===== config.mk =====
export PLATFORM = sky130hd
export DESIGN_NAME = instr_prefetch_flat
export DESIGN_NICKNAME = d
export VERILOG_FILES = /design/src/rtl/instr_prefetch_if.sv /design/src/rtl/instr_prefetch.sv /design/src/flat_wrapper.sv
export SDC_FILE = /design/constraint.sdc
export NUM_CORES = 1
export LEC_CHECK = 0
export CORE_MARGIN = 1.5
export CORE_UTILIZATION = 45
export DETAILED_ROUTE_END_ITERATION = 16
export PLACE_DENSITY = 0.7
export SKIP_LAST_GASP = 1
export SLEW_MARGIN = 30
export SYNTH_ARGS = -nofsm -noshare
export SYNTH_HDL_FRONTEND = slang
export SYNTH_SLANG_ARGS = --single-unit

===== constraint.sdc =====
create_clock -name clk -period 5.5 [get_ports clk]
set_clock_uncertainty 0.2 [all_clocks]
set_input_delay 1.1 -clock clk [delete_from_list [all_inputs] [get_ports clk]]
set_output_delay 1.1 -clock clk [all_outputs]
set_load 0.01 [all_outputs]

===== src/rtl/instr_prefetch_if.sv =====
// Prefetch queue bundle: memory-side fetch port plus decoder-side window/pop port.
// Latency: n/a (signal bundle only).
// Backpressure: n/a; bus_grant/mem_ack and pop_n throttle the two sides.
interface instr_prefetch_if #(
   parameter int ADDR_WIDTH = 16,
   parameter int DATA_WIDTH = 8,
   parameter int DEPTH      = 4
);
   localparam int CW = $clog2(DEPTH + 1);

   logic                  bus_grant;
   logic                  mem_req;
   logic [ADDR_WIDTH-1:0] mem_addr;
   logic                  mem_ack;
   logic [DATA_WIDTH-1:0] mem_data;
   logic                  flush;
   logic [ADDR_WIDTH-1:0] flush_pc;
   logic [DATA_WIDTH-1:0] out_b0;
   logic [DATA_WIDTH-1:0] out_b1;
   logic [DATA_WIDTH-1:0] out_b2;
   logic [ADDR_WIDTH-1:0] out_pc;
   logic [CW-1:0]         count;
   logic [1:0]            pop_n;
   logic                  err;

   // prefetch unit side
   modport master (
      input  bus_grant, mem_ack, mem_data, flush, flush_pc, pop_n,
      output mem_req, mem_addr, out_b0, out_b1, out_b2, out_pc, count, err
   );

   // memory + decoder side
   modport slave (
      output bus_grant, mem_ack, mem_data, flush, flush_pc, pop_n,
      input  mem_req, mem_addr, out_b0, out_b1, out_b2, out_pc, count, err
   );
endinterface


===== src/rtl/instr_prefetch.sv =====
// Instruction prefetch queue: streams sequential bytes into a circular buffer, exposes a 3-byte head window.
// Latency: byte acked in cycle n is visible in the window in cycle n+1; flush takes effect on the next edge.
// Backpressure: fetch requests stop while the registered count is full; pops beyond count are clamped and flag err.
module instr_prefetch #(
   parameter int                    ADDR_WIDTH = 16,
   parameter int                    DATA_WIDTH = 8,
   parameter int                    DEPTH      = 4,
   parameter logic [ADDR_WIDTH-1:0] RESET_PC   = 16'h0000
) (
   input logic               clk,
   input logic               reset,
   instr_prefetch_if.master  pif
);
   localparam int            PW      = $clog2(DEPTH);
   localparam int            CW      = $clog2(DEPTH + 1);
   localparam logic [CW-1:0] DEPTH_C = CW'(DEPTH);

   logic [DATA_WIDTH-1:0] buf_mem [DEPTH];
   logic [PW-1:0]         rd_ptr;
   logic [PW-1:0]         wr_ptr;
   logic [CW-1:0]         cnt;
   logic [ADDR_WIDTH-1:0] fpc;
   logic [ADDR_WIDTH-1:0] hpc;
   logic                  err_q;

   logic                  req;
   logic                  push;
   logic [CW-1:0]         pop_w;
   logic                  over;
   logic [CW-1:0]         eff;
   logic [DATA_WIDTH-1:0] win [3];

   // Request only on free space judged from the registered count; a same-cycle pop never frees a slot.
   always_comb begin
      req   = pif.bus_grant && !pif.flush && !reset && (cnt < DEPTH_C);
      push  = req && pif.mem_ack;
      pop_w = {{(CW-2){1'b0}}, pif.pop_n};
      over  = pop_w > cnt;
      eff   = over ? cnt : pop_w;
   end

   assign pif.mem_req  = req;
   assign pif.mem_addr = fpc;

   // Head window: entries beyond the valid count read as zero so stale buffer data never leaks out.
   always_comb begin
      for (int k = 0; k < 3; k++) begin
         win[k] = '0;
         if (CW'(k) < cnt) begin
            win[k] = buf_mem[rd_ptr + PW'(k)];
         end
      end
   end

   assign pif.out_b0 = win[0];
   assign pif.out_b1 = win[1];
   assign pif.out_b2 = win[2];
   assign pif.out_pc = hpc;
   assign pif.count  = cnt;
   assign pif.err    = err_q;

   // Buffer storage: write the returning byte at the tail; a flush cycle discards it.
   always_ff @(posedge clk) begin
      if (push && !pif.flush) begin
         buf_mem[wr_ptr] <= pif.mem_data;
      end
   end

   // Pointers, count and addresses: flush overrides any push/pop; hpc + cnt tracks fpc throughout.
   always_ff @(posedge clk or posedge reset) begin
      if (reset) begin
         rd_ptr <= '0;
         wr_ptr <= '0;
         cnt    <= '0;
         fpc    <= RESET_PC;
         hpc    <= RESET_PC;
      end else if (pif.flush) begin
         rd_ptr <= '0;
         wr_ptr <= '0;
         cnt    <= '0;
         fpc    <= pif.flush_pc;
         hpc    <= pif.flush_pc;
      end else begin
         rd_ptr <= rd_ptr + PW'(eff);
         hpc    <= hpc + ADDR_WIDTH'(eff);
         cnt    <= cnt + CW'(push) - eff;
         if (push) begin
            wr_ptr <= wr_ptr + 1'b1;
            fpc    <= fpc + 1'b1;
         end
      end
   end

   // Sticky underflow flag; the pop_n of a flush cycle is ignored.
   always_ff @(posedge clk or posedge reset) begin
      if (reset) begin
         err_q <= 1'b0;
      end else if (!pif.flush && over) begin
         err_q <= 1'b1;
      end
   end
endmodule


===== src/flat_wrapper.sv =====
// flat-port wrapper written by rule: the top's interface ports become plain ports
module instr_prefetch_flat 
#(
   parameter int                    ADDR_WIDTH = 16,
   parameter int                    DATA_WIDTH = 8,
   parameter int                    DEPTH      = 4,
   parameter logic [ADDR_WIDTH-1:0] RESET_PC   = 16'h0000
)
  (clk, reset, pif_bus_grant, pif_mem_ack, pif_mem_data, pif_flush, pif_flush_pc, pif_pop_n, pif_mem_req, pif_mem_addr, pif_out_b0, pif_out_b1, pif_out_b2, pif_out_pc, pif_count, pif_err);
  instr_prefetch_if #(.ADDR_WIDTH(ADDR_WIDTH), .DATA_WIDTH(DATA_WIDTH), .DEPTH(DEPTH)) pif_i ();
  input logic clk;
  input logic reset;
  input wire logic [$bits(pif_i.bus_grant)-1:0] pif_bus_grant;
  input wire logic [$bits(pif_i.mem_ack)-1:0] pif_mem_ack;
  input wire logic [$bits(pif_i.mem_data)-1:0] pif_mem_data;
  input wire logic [$bits(pif_i.flush)-1:0] pif_flush;
  input wire logic [$bits(pif_i.flush_pc)-1:0] pif_flush_pc;
  input wire logic [$bits(pif_i.pop_n)-1:0] pif_pop_n;
  output wire logic [$bits(pif_i.mem_req)-1:0] pif_mem_req;
  output wire logic [$bits(pif_i.mem_addr)-1:0] pif_mem_addr;
  output wire logic [$bits(pif_i.out_b0)-1:0] pif_out_b0;
  output wire logic [$bits(pif_i.out_b1)-1:0] pif_out_b1;
  output wire logic [$bits(pif_i.out_b2)-1:0] pif_out_b2;
  output wire logic [$bits(pif_i.out_pc)-1:0] pif_out_pc;
  output wire logic [$bits(pif_i.count)-1:0] pif_count;
  output wire logic [$bits(pif_i.err)-1:0] pif_err;
  assign pif_i.bus_grant = pif_bus_grant;
  assign pif_i.mem_ack = pif_mem_ack;
  assign pif_i.mem_data = pif_mem_data;
  assign pif_i.flush = pif_flush;
  assign pif_i.flush_pc = pif_flush_pc;
  assign pif_i.pop_n = pif_pop_n;
  assign pif_mem_req = pif_i.mem_req;
  assign pif_mem_addr = pif_i.mem_addr;
  assign pif_out_b0 = pif_i.out_b0;
  assign pif_out_b1 = pif_i.out_b1;
  assign pif_out_b2 = pif_i.out_b2;
  assign pif_out_pc = pif_i.out_pc;
  assign pif_count = pif_i.count;
  assign pif_err = pif_i.err;
  instr_prefetch #(.ADDR_WIDTH(ADDR_WIDTH), .DATA_WIDTH(DATA_WIDTH), .DEPTH(DEPTH), .RESET_PC(RESET_PC)) u_core (.clk(clk), .reset(reset), .pif(pif_i));
endmodule

==> results.toml, run 1 <==
[status]
status = "finished, violations left"
violations = "design-rule violations"

[timing]
rsz0062_at_grt = "false"
holdWs_ps = 290
worst_pin_slew_ps = 797
finalSetupTns_ps = 0
max_freq_ghz = 0.242
fin_crit_ps = 4130
slew-limit-headroom_pct = 46.9
hold_viol_final = 0
setup_violations = 0
post-route-period-util_pct = 75.2
drv_slew = 0

[logic_synthesis]
synth_area_per_cell_um2 = 12.1
synth.lib_cells_used.distinct = 43
mappedNetlistNets = 387
yosys.area_share.adder_pct = 5.21
synth_top_family_by_area = "multiplexers"
synth_enable_flop_cells = 32
post_synth_inst_count = 340
syn-cell-area_um2 = 4130
synthXorXnorAreaFrac_pct = 4.24
synthArstFlopShare_pct = 55.6
muxShareOfSynthArea_pct = 17.7
ys_seq_area_share_pct = 47.5
ys_warn_count = 0
synth-simple-area-share_pct = 15.7
synth_compound_area_share_pct = 6.18
ys_ff_latch = 72
yosys_most_used_dff = "dfrtp_1"

[critical_path]
crit_arrival_ps = 4170
rr_worst_depth = 11
required_ps = 5540
critical_path_class = "input pin to flip-flop"
worstSetupEndpointType = "flip-flop"
crit_fanout = 5
cp-start-kind = "input pin"

[cts]
clock_latency_ps = 350
cts.reportedPaths.clkPinSlew_ps = 80
cts_tree = "yes"
cts_buffers = 9
cts_hold_buf = 0
ctsResizeCount = 0
cts.path.max_buffers = 2
cts_root_buf = "clkbuf_8"
clock_sinks = 72
cts_setup_buffers = 0
htree_levels = 3

[pwr]
power_mw = 2.13
p_leak_nw = 1.96
pwr-share-clk_pct = 19.5
ir_drop_mv = 0.195
p_sw_uw = 734
p_per_area_nw_per_um2 = 400
p_comb_share_pct = 46.0
swShare_pct = 34.4
p_int_mw = 1.40
power_frac_seq_pct = 34.6

[final_layout]
drive_above_1_share_pct = 14.5
fin_cells = 542
fill_cells = 732
finish.utilization_pct = 60.5
layout.nets = 476
syn_to_final_growth_pct = 29.0
antenna_cells = 0

[floorplan]
die_h_um = 98.8
die_w_um = 98.8
io_pins = 92
initial_core_util_pct = 46.9
die-area_um2 = 9760
core_um2 = 8810
rows = 34

[placement]
numPortBuffers = 91
dp_hpwl_mm = 7.11
dpl.cell_count = 526
gp_congestion = 0.855

[routing]
via_count = 3089
drt_first_pass_iters = 13
drc = 5
drt_wl_total_mm = 9.54
drtAntennaViolNets = 0
drt_iter0_drc = 148
vias_per_cell = 5.70
wl_per_cell_um = 17.6

[hold_path]
worstHoldPathCells = 1
hp-class = "flip-flop to flip-flop"

[global_routing]
grt_pass1_vias = 3125
gr-usage-all-layers_pct = 20.9
grt_pass1_wl_mm = 15.7
grt_max_degree = 35
overflow = 0
antenna_found_initial = 0

[flow_run]
maxCapViolations = 0
## path summary, 6_finish.rpt
check,start,endpoint,slack (ps)
worst max-delay path,pif_pop_n[1],u_core.pif.out_pc[6],1370
worst min-delay path,u_core.pif.err,u_core.pif.err,290
worst max register to register,u_core.pif.count[1],u_core.pif.out_pc[6],1960
worst min register to register,u_core.pif.err,u_core.pif.err,290
max in group asynchronous,reset,u_core.rd_ptr[1],3490
min in group asynchronous,reset,u_core.pif.mem_addr[1],860
## cells in the mapped netlist, drive strengths merged, types with 4 or more instances
cell	instances	area share, %
a211oi	4	0.73
a21oi	10	1.2
a31oi	4	0.61
and3	6	0.91
and4	4	0.85
buf	8	1.0
clkbuf	8	0.73
dfrtp	40	24
edfxtp	32	23
ha	14	4.2
inv	18	1.6
mux2	15	4.1
mux4	24	13
nand2	15	1.4
nand3	8	0.97
nand4	8	1.2
nor2	16	1.5
nor2b	28	4.2
nor3	12	1.5
nor4	5	0.76
o21ai	12	1.5
xnor2	10	2.1
xor2	10	2.1
## area by class of cell
type,instances,area [um^2],area share [%]
sequential,72,1960,36.9
clock buffer,10,128,2.40
clock inverter,6,67.6,1.27
inverter,18,67.6,1.27
tap,108,135,2.54
timing repair buffer,94,933,17.5
multi-input combinational,234,2030,38.1
## routing by layer
metal  GRT usage, %  wire length (um)
met5              0                 0
met4           7.36               121
met3           4.11               466
met2           34.7              4830
met1           27.6              4120
## flip-flops by register name, indices dropped and copies added, names as in the netlist
register and count:
u_core.pif.count 3, u_core.pif.mem_addr 16, u_core.buf_mem 32, u_core.pif.out_pc 16, u_core.wr_ptr 2, u_core.pif.err 1, u_core.rd_ptr 2
## placed cells by master (no fill, tap or decap), types with 2 or more instances in the layout
cell,netlist,final
xnor2_1,10,10
mux4_2,24,24
nor4_1,5,5
a211oi_1,4,4
buf_4,0,3
xor2_1,10,10
a31oi_1,4,4
inv_1,18,17
clkbuf_8,0,9
nand4_1,8,8
nand2_1,15,15
mux2_2,15,15
o21ai_0,12,12
clkinvlp_4,0,2
nand3_1,8,8
nor2b_1,28,28
fa_1,2,2
nor2_1,16,16
dfrtp_1,40,39
and3_1,6,6
o21a_1,3,3
clkdlybuf4s50_1,0,91
edfxtp_1,32,32
mux2i_1,2,2
ha_1,14,14
a21oi_1,10,10
nand2b_1,3,3
nor4b_1,3,3
a31o_2,2,2
or3_1,3,3
and4_1,4,4
nor3_1,12,11
## kinds of logic (layout without fill, tap and decap cells)
kind of cell,Yosys count,after routing
AOI/OAI and AO/OA,41,41
other,1,1
muxes,41,41
DFF,72,72
and+or+nand+nor,115,115
xor gates and xnor gates,20,20
adders and majority gates,16,16
buffers and inverters,34,128
## per-stage QoR
step / setup WS, ps / cell area [um^2]
6_report: 1370 / 5330
3_3_place_gp: 1110 / 5120
2_1_floorplan: 1780 / 4130
5_1_grt: 1090 / 5330
4_1_cts: 1360 / 5330
3_5_place_dp: 1000 / 5130
## power by group through the flow
stage	Clock [mW]	Sequential [mW]	Combinational (mW)
after detailed placement	0	0.745	0.991
after CTS	0.422	0.736	0.997
after global routing	0.448	0.748	1.08
after floorplan	0	0.717	0.595
final	0.416	0.737	0.980
after global placement	0	0.741	0.966
## worst max-delay path: stages
cell and delay, ps:
clkdlybuf4s50_1 420, ha_1 300, nor2b_1 130, o21ai_0 340, o21ai_0 250, ha_1 270, fa_1 410, a21oi_1 370
nor2_1 160, xor2_1 170, mux2_2 260
Note: power is estimated with default switching activity, not from simulation.
==> run 2: changes to the inputs <==
==> constraint.sdc (replaced) <==
create_clock -name clk -period 4.2 [get_ports clk]
set_clock_uncertainty 0.2 [all_clocks]
set_input_delay 0.84 -clock clk [delete_from_list [all_inputs] [get_ports clk]]
set_output_delay 0.84 -clock clk [all_outputs]
set_load 0.01 [all_outputs]
==> results.toml, run 2 (synthesis results as in run 1) <==
[status]
status = "finished, violations left"
violations = "design-rule violations"

[placement]
placed_area_um2 = 5180
dp_slack_ps = -31.1
dp_hpwl_mm = 7.17
gp_congestion = 0.811
numPortBuffers = 91

[cts]
cts_setup_buffers = 0
cts_buffers = 9
cts_tree = "yes"
cts_root_buf = "clkbuf_8"
ctsResizeCount = 0
cts.path.max_buffers = 2
htree_levels = 3
clock_latency_ps = 340
clock_sinks = 72
cts_hold_buf = 0
cts.reportedPaths.clkPinSlew_ps = 90

[global_routing]
grt_pass1_vias = 3245
grt_max_degree = 34
gr-usage-all-layers_pct = 21.1
antenna_found_initial = 0
grt_pass1_wl_mm = 16.0
overflow = 0

[final_layout]
postLayoutCellArea_um2 = 5400
layout.nets = 483
antenna_cells = 0
largest_reg_flops = 32
syn_to_final_growth_pct = 30.7
top_register = "u_core.buf_mem"
finish.utilization_pct = 61.3
layout_common_cells = "clkdlybuf4s50_1, dfrtp_1, edfxtp_1, nor2b_1, mux4_2"
drive_above_1_share_pct = 15.2
final_common_cell = "clkdlybuf4s50_1"

[routing]
via_count = 3135
drt_first_pass_iters = 10
drtAntennaViolNets = 0
vias_per_cell = 5.71
wl_per_cell_um = 17.7
drc = 5
drt_iter0_drc = 141
drt_wl_total_mm = 9.70

[timing]
fin_crit_ps = 3900
finalSetupTns_ps = 0
max_freq_ghz = 0.256
rsz0062_at_grt = "false"
drv_slew = 0
setup_violations = 0
slew-limit-headroom_pct = 48.0
worst_pin_slew_ps = 780
post-route-period-util_pct = 92.9
worst_slack_ps = 299
hold_viol_final = 0

[hold_path]
hp-class = "flip-flop to flip-flop"
hold_start = "u_core.pif.err"

[pwr]
pwr-share-clk_pct = 21.3
power_frac_seq_pct = 33.0
p_int_mw = 1.91
p_leak_nw = 2.00
ir_drop_mv = 0.266
p_sw_uw = 965
p_per_area_nw_per_um2 = 532
swShare_pct = 33.6
p_comb_share_pct = 45.7
power_mw = 2.87

[critical_path]
required_ps = 4240
r2r_start = "u_core.pif.count[1]"
crit_fanout = 5
startpoint = "pif_pop_n[1]"
critical_path_class = "input pin to flip-flop"
cp-start-kind = "input pin"
worstSetupEndpointType = "flip-flop"
crit_arrival_ps = 3940

[floorplan]
io_pins = 92
die_w_um = 98.8
rows = 34
die-area_um2 = 9760
initial_core_util_pct = 46.9
die_h_um = 98.8
core_um2 = 8810

[flow_run]
maxCapViolations = 0
run 2: worst paths after layout:
| check | depth (start not counted) | end | slack, ps |
|---|---|---|---|
| setup / recovery | 10 | u_core.pif.out_pc[6] | 300 |
| hold / removal | 1 | u_core.pif.err | 280 |
| setup reg to reg | 10 | u_core.pif.out_pc[6] | 710 |
| hold reg to reg | 1 | u_core.pif.err | 280 |
| max in group asynchronous | 3 | u_core.pif.out_pc[5] | 2430 |
| min in group asynchronous | 2 | u_core.pif.mem_addr[1] | 630 |
run 2: power by group through the flow:
stage	clock network, mW	logic, mW	registers [mW]
6_report	0.611	1.31	0.948
4_1_cts	0.613	1.33	0.947
5_1_grt	0.643	1.45	0.964
3_5_place_dp	0	1.32	0.961
3_3_place_gp	0	1.30	0.958
2_1_floorplan	0	0.779	0.939
run 2: layout make-up:
| class | instances | area (um^2) |
|---|---|---|
| Fill cell | 712 | 3410 |
| Clock buffer | 9 | 124 |
| Multi-Input combinational cell | 234 | 2030 |
| Inverter | 18 | 67.6 |
| Sequential cell | 72 | 1960 |
| Timing Repair Buffer | 101 | 986 |
| Tap cell | 108 | 135 |
| Clock inverter | 7 | 96.3 |
run 2: through the flow:
step,std cells,hold WS [ps]
after global placement,533,275
after global routing,549,318
after floorplan,340,313
after CTS,549,286
after detailed placement,533,267
final,549,278
run 2: metal layers:
layer  global-route usage (%)  routed length [um]
met5                        0                   0
met4                     7.25                 157
met3                     2.34                 300
met2                     35.3                4830
met1                     28.8                4410
run 2: critical path, cell delays in order:
cell and delay (ps):
clkdlybuf4s50_1 490, ha_1 240, nor2b_1 130, o21ai_0 350, mux2_2 440, fa_1 440, a21oi_1 390, nor2_1 180
xor2_1 170, mux2_2 270
==> run 3: changes to the inputs <==
--- a/config.mk
+++ b/config.mk
@@ -6,11 +6,10 @@
 export NUM_CORES = 1
 export LEC_CHECK = 0
 export CORE_MARGIN = 1.5
-export CORE_UTILIZATION = 45
+export CORE_UTILIZATION = 51
 export DETAILED_ROUTE_END_ITERATION = 16
-export PLACE_DENSITY = 0.7
+export PLACE_DENSITY = 0.78
 export SKIP_LAST_GASP = 1
-export SLEW_MARGIN = 30
 export SYNTH_ARGS = -nofsm -noshare
 export SYNTH_HDL_FRONTEND = slang
 export SYNTH_SLANG_ARGS = --single-unit
==> results.toml, run 3 (synthesis results as in run 1) <==
[global_routing]
met1_usage_pct = 31.1
grt_pass1_wl_mm = 15.3
overflow = 0
use_met3_pct = 3.25
gr-usage-all-layers_pct = 23.1
antenna_found_initial = 0
grt_max_degree = 34
grt_use_met2_pct = 38.6
top_usage_layer = "met2"
grt_pass1_vias = 3123

[cts]
clock_sinks = 72
cts_setup_buffers = 0
ctsResizeCount = 0
cts_buffers = 9
cts.reportedPaths.clkPinSlew_ps = 80
cts_root_buf = "clkbuf_8"
clock_latency_ps = 350
cts_tree = "yes"
cts.path.max_buffers = 2
htree_levels = 3
cts_hold_buf = 0

[floorplan]
rows = 32
die_w_um = 93.0
die-area_um2 = 8640
die_h_um = 93.0
io_pins = 92
core_um2 = 7770
initial_core_util_pct = 53.2

[flow_run]
maxCapViolations = 0

[critical_path]
cp_slowest_cell = "clkdlybuf4s50_1"
crit_top_cell = "mux2_2"
worstSetupEndpointType = "flip-flop"
crit_chain = "clkdlybuf4s50_1 -> ha_1 -> nor2b_1 -> o21ai_0 -> mux2_2 -> fa_1 -> a21oi_1 -> nor2_1 -> xor2_1 -> mux2_2"
critical_path_class = "input pin to flip-flop"
crit_arrival_ps = 3980
reg2reg_slack_ps = 650
startpoint = "pif_pop_n[1]"
crit_end = "u_core.pif.out_pc[6]"
crit_fanout = 5
rr_worst_depth = 10
r2r_start = "u_core.pif.count[1]"
required_ps = 4240
cp-start-kind = "input pin"
critPathMaxStageDelay_ps = 490
timing.rr.end = "u_core.pif.out_pc[6]"

[final_layout]
regArea_um2 = 1960
fill_cells = 586
fin_cells = 543
top_register = "u_core.buf_mem"
layout_common_cells = "clkdlybuf4s50_1, dfrtp_1, edfxtp_1, nor2b_1, mux4_2"
drive_above_1_share_pct = 15.4
syn_to_final_growth_pct = 30.1
finish.utilization_pct = 69.2
layout.nets = 483
largest_reg_flops = 32
multi_input_area_um2 = 2030
postLayoutCellArea_um2 = 5370
antenna_cells = 0
final_common_cell = "clkdlybuf4s50_1"

[pwr]
p_leak_nw = 1.99
ir_drop_mv = 0.243
p_per_area_nw_per_um2 = 526

[routing]
drtAntennaViolNets = 0
drt_wl_total_mm = 9.43
drc = 0
wl_per_cell_um = 17.4
vias_per_cell = 5.78
drt_iter0_drc = 107
via_count = 3137
drt_first_pass_iters = 4

[hold_path]
hp-class = "flip-flop to flip-flop"

[timing]
max_freq_ghz = 0.254
slew-limit-headroom_pct = 46.3
finalSetupTns_ps = 0
hold_viol_final = 0
worst_pin_slew_ps = 806
setup_violations = 0
fin_crit_ps = 3940
post-route-period-util_pct = 93.7
drv_slew = 0
rsz0062_at_grt = "false"

[status]
status = "finished clean"

[placement]
dp_hpwl_mm = 7.00
placed_area_um2 = 5170
gp_congestion = 0.836
numPortBuffers = 91
dpl.cell_count = 527
run 3: report_power, final:
part | total, mW | switching (mW) | leakage, nW | internal [mW]
combinational | 1.32 | 0.565 | 1.14 | 0.758
clock | 0.558 | 0.278 | 0.0925 | 0.279
sequential | 0.948 | 0.131 | 0.763 | 0.817
run 3: routing by layer:
metal / wire length (um) / part of all wire, %
met1: 4170 / 44
met2: 4780 / 51
met3: 383 / 4.1
met4: 100 / 1.1
met5: 0 / 0
run 3: worst min path at each step:
| stage | start | to | slack, ps | depth (start not counted) |
|---|---|---|---|---|
| after floorplan | u_core.pif.err | u_core.pif.err | 310 | 1 |
| after global placement | u_core.pif.err | u_core.pif.err | 270 | 1 |
| after detailed placement | u_core.pif.err | u_core.pif.err | 280 | 1 |
| after CTS | u_core.pif.err | u_core.pif.err | 300 | 1 |
| after global routing | u_core.pif.err | u_core.pif.err | 320 | 1 |
| final | u_core.pif.err | u_core.pif.err | 290 | 1 |
run 3: area by class of cell:
cell class                      count  area share (%)
Tap cell                          102            2.38
Timing Repair Buffer              101            18.4
Sequential cell                    72            36.5
Multi-Input combinational cell    234            37.7
Clock inverter                      7            1.47
Clock buffer                        9            2.31
Inverter                           18            1.26
run 3: worst max-delay path, delay by kind of cell:
| kind | cells | cell delay [ps] |
|---|---|---|
| compound gates | 2 | 770 |
| simple gates | 2 | 310 |
| fa+ha+maj | 2 | 670 |
| xor+xnor | 1 | 170 |
| mux | 2 | 720 |
| buf+inv | 1 | 490 |
run 3: stage by stage:
stage	setup WS, ps	hold slack (ps)	power, mW
6_report	264	288	2.83
5_1_grt	152	317	3.01
3_3_place_gp	68.7	273	2.25
3_5_place_dp	-44.8	283	2.29
2_1_floorplan	741	313	1.72
4_1_cts	317	302	2.85
